==> config.mk <==
export PLATFORM = sky130hd
export DESIGN_NAME = gp_register_bank
export DESIGN_NICKNAME = d
export VERILOG_FILES = /design/src/rtl/gp_register_bank_pkg.sv /design/src/rtl/gp_reg_cell.sv /design/src/rtl/gp_register_bank.sv
export SDC_FILE = /design/constraint.sdc
export NUM_CORES = 1
export LEC_CHECK = 0
export ABC_AREA = 1
export BUFFER_PORTS_ARGS = -buffer_cell sky130_fd_sc_hd__buf_2
export CAP_MARGIN = 5
export CORE_ASPECT_RATIO = 0.5
export CORE_MARGIN = 4
export CORE_UTILIZATION = 55
export CTS_CLUSTER_DIAMETER = 50
export DETAILED_ROUTE_END_ITERATION = 10
export GPL_TIMING_DRIVEN = 0
export PLACE_DENSITY = 0.77
export REMOVE_ABC_BUFFERS = 1
export SLEW_MARGIN = 20
export SYNTH_ARGS = -nofsm -noshare
export SYNTH_HDL_FRONTEND = slang
export SYNTH_SLANG_ARGS = --single-unit
==> constraint.sdc <==
create_clock -name clock -period 18.2 [get_ports clock]
set_input_delay 3.64 -clock clock [delete_from_list [all_inputs] [get_ports clock]]
set_output_delay 3.64 -clock clock [all_outputs]
set_load 0.1 [all_outputs]
==> src/rtl/gp_register_bank_pkg.sv <==
// Shared constants for the Mini SRC general-purpose register bank:
// IR field positions and the default datapath width.
package gp_register_bank_pkg;

    localparam int DATA_WIDTH_DEF = 32;

    localparam int RA_HI = 26;
    localparam int RA_LO = 23;
    localparam int RB_HI = 22;
    localparam int RB_LO = 19;
    localparam int RC_HI = 18;
    localparam int RC_LO = 15;
    localparam int C_HI  = 18;

    localparam int FIELD_WIDTH = RA_HI - RA_LO + 1;

endpackage

==> src/rtl/gp_reg_cell.sv <==
// One bank register: asynchronous active-high clear to INIT, loads d_i when we_i is high.
module gp_reg_cell #(
    parameter int                    DATA_WIDTH = 32,
    parameter logic [DATA_WIDTH-1:0] INIT       = '0
) (
    input  logic                  clock,
    input  logic                  clear,
    input  logic                  we_i,
    input  logic [DATA_WIDTH-1:0] d_i,
    output logic [DATA_WIDTH-1:0] q_o
);

    logic [DATA_WIDTH-1:0] data_q;
    logic [DATA_WIDTH-1:0] data_d;

    assign data_d = we_i ? d_i : data_q;

    always_ff @(posedge clock or posedge clear) begin
        if (clear) begin
            data_q <= INIT;
        end else begin
            data_q <= data_d;
        end
    end

    assign q_o = data_q;

endmodule

==> src/rtl/gp_register_bank.sv <==
// Mini SRC register bank: IR field select, bus and link write arbitration,
// combinational read mux with R0-as-zero under baout, sticky written status.
module gp_register_bank
    import gp_register_bank_pkg::*;
#(
    parameter int                    DATA_WIDTH = DATA_WIDTH_DEF,
    parameter int                    NUM_REGS   = 16,
    parameter int                    SEL_WIDTH  = 4,
    parameter int                    LINK_REG   = 15,
    parameter logic [DATA_WIDTH-1:0] INIT       = '0
) (
    input  logic                  clock,
    input  logic                  clear,
    input  logic                  enable,
    input  logic [31:0]           ir,
    input  logic                  gra,
    input  logic                  grb,
    input  logic                  grc,
    input  logic                  rin,
    input  logic                  rout,
    input  logic                  baout,
    input  logic [DATA_WIDTH-1:0] bus_mux_out,
    input  logic                  link_wr,
    input  logic [DATA_WIDTH-1:0] link_data,
    output logic [DATA_WIDTH-1:0] bus_mux_in,
    output logic                  read_valid,
    output logic [DATA_WIDTH-1:0] c_sext,
    output logic [NUM_REGS-1:0]   written_mask
);

    logic [FIELD_WIDTH-1:0] field;
    logic [SEL_WIDTH-1:0]   sel;
    logic [NUM_REGS-1:0]    we;
    logic [NUM_REGS-1:0]    mask_q;
    logic [NUM_REGS-1:0]    mask_d;
    logic [DATA_WIDTH-1:0]  reg_q [NUM_REGS];
    logic                   bus_wr;

    always_comb begin
        field = '0;
        if (gra) begin
            field = ir[RA_HI:RA_LO];
        end else if (grb) begin
            field = ir[RB_HI:RB_LO];
        end else if (grc) begin
            field = ir[RC_HI:RC_LO];
        end
    end

    // Upper field bits are dropped when the bank is smaller than 16 registers.
    assign sel    = field[SEL_WIDTH-1:0];
    assign bus_wr = enable && rin;

    genvar i;
    generate
        for (i = 0; i < NUM_REGS; i++) begin : g_cell
            logic is_link;
            logic bus_hit;
            logic [DATA_WIDTH-1:0] wdata;

            // The link path owns LINK_REG in a collision; the bus write is dropped.
            assign is_link = link_wr && (i == LINK_REG);
            assign bus_hit = bus_wr && (sel == SEL_WIDTH'(i));
            assign we[i]   = is_link || bus_hit;
            assign wdata   = is_link ? link_data : bus_mux_out;

            gp_reg_cell #(
                .DATA_WIDTH(DATA_WIDTH),
                .INIT      (INIT)
            ) u_cell (
                .clock(clock),
                .clear(clear),
                .we_i (we[i]),
                .d_i  (wdata),
                .q_o  (reg_q[i])
            );
        end
    endgenerate

    assign mask_d = mask_q | we;

    always_ff @(posedge clock or posedge clear) begin
        if (clear) begin
            mask_q <= '0;
        end else begin
            mask_q <= mask_d;
        end
    end

    always_comb begin
        bus_mux_in = '0;
        if ((rout || baout) && !(baout && (sel == '0))) begin
            bus_mux_in = reg_q[sel];
        end
    end

    assign read_valid   = rout || baout;
    assign c_sext       = {{(DATA_WIDTH-C_HI-1){ir[C_HI]}}, ir[C_HI:0]};
    assign written_mask = mask_q;

    logic unused_ir;
    assign unused_ir = ^{ir[31:RA_HI+1], field};

endmodule

Word-level counts from Yosys, hierarchy flattened
Cells that the tools add are included.
Operators by class
  reductions and logical operators: 23
  eq/ne operators: 15
  magnitude comparators: 1
  multiplexer cells: 8
  bitwise gates (word level): 2
Operator list (number)
  32-bit binary-select mux with 4-bit select: 1
  32-bit 2-to-1 mux: 4
  4-bit equality test (second input constant): 8
  1-bit logical AND: 19
  4-bit by 3-bit equality test with 1-bit output (second input constant): 4
  16-bit bitwise OR: 1
  4-bit 2-to-1 mux: 3
  4-bit by 2-bit equality test with 1-bit output (second input constant): 2
  5-bit >= comparator (second input constant): 1
  4-bit inverter with 5-bit output: 1
  4-bit by 1-bit equality test with 1-bit output (second input constant): 1
  4-bit logical NOT: 1
  1-bit logical OR: 2
  1-bit logical NOT: 1
Storage, ports and cells
  flip-flop bits (word level): 528
  input bits: 106
  word-level logic and storage cells: 66
  output and inout port bits: 81

Logic depth before layout (Yosys ltp)
  word-level depth: 8
  gate-level depth with buffers: 13

Cells and area by module
From an unflattened synthesis, not the netlist that was laid out.
Second synthesis, totals
  cell total of the unflattened synthesis: 3960
  area, all modules: 28357.2 um^2
Modules (own cells, without submodules)
  gp_reg_cell: cells an instance 137, area each 1296.2 um^2, times used 16, seq. area each 800.8 um^2
  gp_register_bank: cells an instance 1768, area each 7617.3 um^2, times used 1, seq. area each 400.4 um^2

Worst setup path after synthesis
OpenSTA, ideal clock, no wires.
  path type: input -> output
  start: input port rout
  end: output port bus_mux_in[0]
  cell stages on the path: 7
  path slack: 8.531 ns
  arrival: 6.029 ns
  buffers on the path: 1
  required time: 14.560 ns
  cells stage by stage: nor2_1 inv_1 o21ai_2 inv_2 buf_2 nand3_1 nor2_1
On the way
  longest elaborated chain between the ends: 3
RTL lines
  from (decl): line gp_register_bank.sv:20  | input logic rout,
  1-bit logical OR
  via read_valid: line gp_register_bank.sv:26  | output logic read_valid,
  1-bit logical AND: line gp_register_bank.sv:92  | if ((rout || baout) && !(baout && (sel == '0))) begin
  32-bit 2-to-1 mux: line gp_register_bank.sv:92
  to (decl): line gp_register_bank.sv:25  | output logic [DATA_WIDTH-1:0] bus_mux_in,
The timed path passes the listed nets, and every way through them passes these cells.

Worst setup path after layout
  start: input port gra
  end: output port bus_mux_in[1]
On the way
  longest elaborated chain between the ends: 6
  elaborated cells between the ends (all ways): 10
  those cells by class: 5 x mux; 1 x bitwise; 4 x reduce/logical
RTL lines
  from (decl): line gp_register_bank.sv:16  | input logic gra,
  4-bit 2-to-1 mux (*): line gp_register_bank.sv:41  | if (gra) begin
  4-bit inverter with 5-bit output (implied by the code) or 4-bit logical NOT (tied branches): line gp_register_bank.sv:93, gp_register_bank.sv:92
  32-bit binary-select mux with 4-bit select or 1-bit logical AND (tied branches): line gp_register_bank.sv:93, gp_register_bank.sv:92
  32-bit 2-to-1 mux (implied by the code) or 1-bit logical NOT (tied branches): line gp_register_bank.sv:93, gp_register_bank.sv:92
  32-bit 2-to-1 mux (implied by the code) or 1-bit logical AND (tied branches): line gp_register_bank.sv:93, gp_register_bank.sv:92
  32-bit 2-to-1 mux (*): line gp_register_bank.sv:92
Mark *: on every way between the ends. The rest lies on a longest branch, timed or not. The select of a mux whose other input is x is not followed.

==> impl_metrics.toml <==
[setup_path]
timing.rr.start = "written_mask[11]$_DFF_PP0_"
worstPathRequired_ns = 14.56
cp-start-kind = "input pin"
crit_chain = "buf_2 -> inv_2 -> or2_1 -> nand2_8 -> buf_16 -> nand3_1 -> o21ai_2 -> inv_2 -> nand3_1 -> nor2_1 -> buf_2"
r2r_slack_ns = 17.38
cp_top_family = "buffers and inverters"
crit_type = "input pin to primary output"
cp_max_fo = 96
cpMaxStageDelayCell = "inv_2"
cp.arrival_ns = 6.94
timing.rr.end = "written_mask[11]$_DFF_PP0_"
r2r_cells = 1
cp-end-kind = "primary output"
crit_buf_inv = 5
max_stage_delay_ns = 0.78

[min_path]
whs_path_depth = 1
hold_path_end = "written_mask[6]$_DFF_PP0_"
hold_start = "written_mask[6]$_DFF_PP0_"
hold_path_class = "register to register"

[layout]
drive_gt1_frac = 0.0941
multiInputGateArea_mm2 = 0.00998
synthToLayoutAreaGrowth_pct = 12.7
layout_common_cells = "nand2_1, o21ai_0, dfrtp_1"
seqCellArea_mm2 = 0.0132
num-nets-final = 3582
fillerInstances = 3780
final_common_cell = "nand2_1"

[route]
dr.pass1.iters = 6
wl_per_cell_um = 17.2
routed_wl_mm = 71.5
ant_nets = 0
drc = 0
drt_first_iter_violations = 2439
vias = 22600
viasPerCell = 5.44

[floorplanning]
core-area_mm2 = 0.0458
fp-row-count = 55
die_w_um = 314
die_area_mm2 = 0.0507
io_pins = 187
initial_utilization = 0.564
dieHeight_um = 161

[global_routing]
grt_overflow_total = 0
grt.total_usage = 0.280
grt_max_degree = 116
grt_antenna_before_repair = 3
first_global_vias = 21500
grt_pass1_wl_mm = 114

[synth]
synth_edf_count = 0
ys.flop_type = "dfrtp_1"
postSynthAreaPerCell_um2 = 7.37
synth_cells = 3502
synth-seq-area-share = 0.512
syn-cell-area_mm2 = 0.0258
synth.distinct_cells = 27
synth_seq_cells = 528
async_flop_share = 1.00
synth.yosys.warnings = 0

[clock_network]
cts_tree = "done"
clkTransAtPathRegs_ns = 0.06
clock_sinks = 528
root_buffer = "clkbuf_16"
cts_setup_buffers = 0
cts_inserted_buffers = 49
ctsHoldBuffers = 0
cts-resized-gates = 0
htreeDepth = 2
clkLatencyLatePin_ns = 0.57
cts_buffer_depth = 3

[timing]
slew_violations = 0
finalCritPeriodShare = 0.581
layout_setup_ws_ns = 7.62
hold_viol = 0
hold_ws_ns = 0.459
layout_min_cycle_time_ns = 10.58
fin_skew_ns = 0
fin_setup_tns_ns = 0
rsz0062_at_grt = "no"
setup_violations = 0
worst_slew_margin_rel = 0.219
fmax_ghz = 0.0945
worst_pin_slew_ns = 1.17

[power_and_ir_drop]
ir_worst_vdd_mv = 0.0863
p_per_area_mw_per_mm2 = 128
total_power_mw = 3.72
p_leak_nw = 14.9

[placement]
dp_hpwl_mm = 42.6
gp_congestion = 0.791
dp_slack_ns = 7.70
port_buffers = 151

[status]
status = "finished, final reports clean"

[job]
maxCapViolCount = 0
-- cell usage after synthesis (2+ instances only) --
cell         n  area [µm²]
nor2_2       3        18.8
nand2_1   1382        5190
buf_1       10        37.5
nor3_2       2        20.0
o21ai_0    589        2950
inv_1      357        1340
clkbuf_1   111         417
buf_4       49         368
nor2_1     158         593
o21ai_2      2        17.5
dfrtp_1    528       13200
o21ai_1     42         210
buf_2       97         485
a21oi_1     59         295
nand2_2      2        12.5
buf_6        8        90.1
inv_2        9        33.8
or2_2        7        43.8
nand3_1     79         395
-- final cells by class --
class | count | area share
Antenna cell | 2 | 0.000172
Clock buffer | 67 | 0.0490
Clock inverter | 24 | 0.0122
Inverter | 366 | 0.0477
Multi-Input combinational cell | 2332 | 0.343
Sequential cell | 528 | 0.454
Tap cell | 627 | 0.0269
Timing Repair Buffer | 199 | 0.0673
-- flip-flops by register name, indices dropped and copies added, names as in the netlist --
register / flops
written_mask: 16
g_cell.u_cell.q_o: 512
-- layer usage --
layer	track usage	vias to the layer above	wire (µm)	share of wire
met5	0	-	30	0.00042
met4	0.112	2	2460	0.034
met3	0.0460	205	6340	0.089
met2	0.454	1068	33300	0.47
met1	0.380	10600	29300	0.41
li1	-	10700	-	-
-- how the worst max path moves through the flow --
stage,from,end,slack [ns],depth (start not counted)
global placement,clear,written_mask[0]$_DFF_PP0_,-5.85,2
global route,gra,bus_mux_in[21],7.48,11
detailed placement,gra,bus_mux_in[26],7.70,11
finish,gra,bus_mux_in[1],7.62,11
CTS,gra,bus_mux_in[26],7.68,11
floorplan,clear,g_cell[0].u_cell.q_o[0]$_DFFE_PP0P_,-0.19,1
-- stage by stage --
step	instances	instance area (µm²)	util
after floorplan	3226	24400	-
final	4145	29100	0.636
after CTS	4143	29100	0.636
after detailed placement	4052	27300	0.597
after global placement	4004	26000	0.567
after global routing	4145	29100	0.636
-- logic make-up (layout without fill, tap and decap cells) --
group / after synthesis / count (layout) / share of synthesized area
DFF: 528 / 528 / 0.512
other: 0 / 2 / 0
and+or+nand+nor: 1638 / 1638 / 0.245
AOI/OAI and AO/OA: 694 / 694 / 0.136
buffers and inverters: 642 / 656 / 0.108
-- power breakdown --
group | switching (mW) | internal, mW
clock | 0.460 | 0.678
sequential | 0.142 | 1.51
combinational | 0.637 | 0.302
total | 1.24 | 2.49
(Power assumes the default switching activity.)
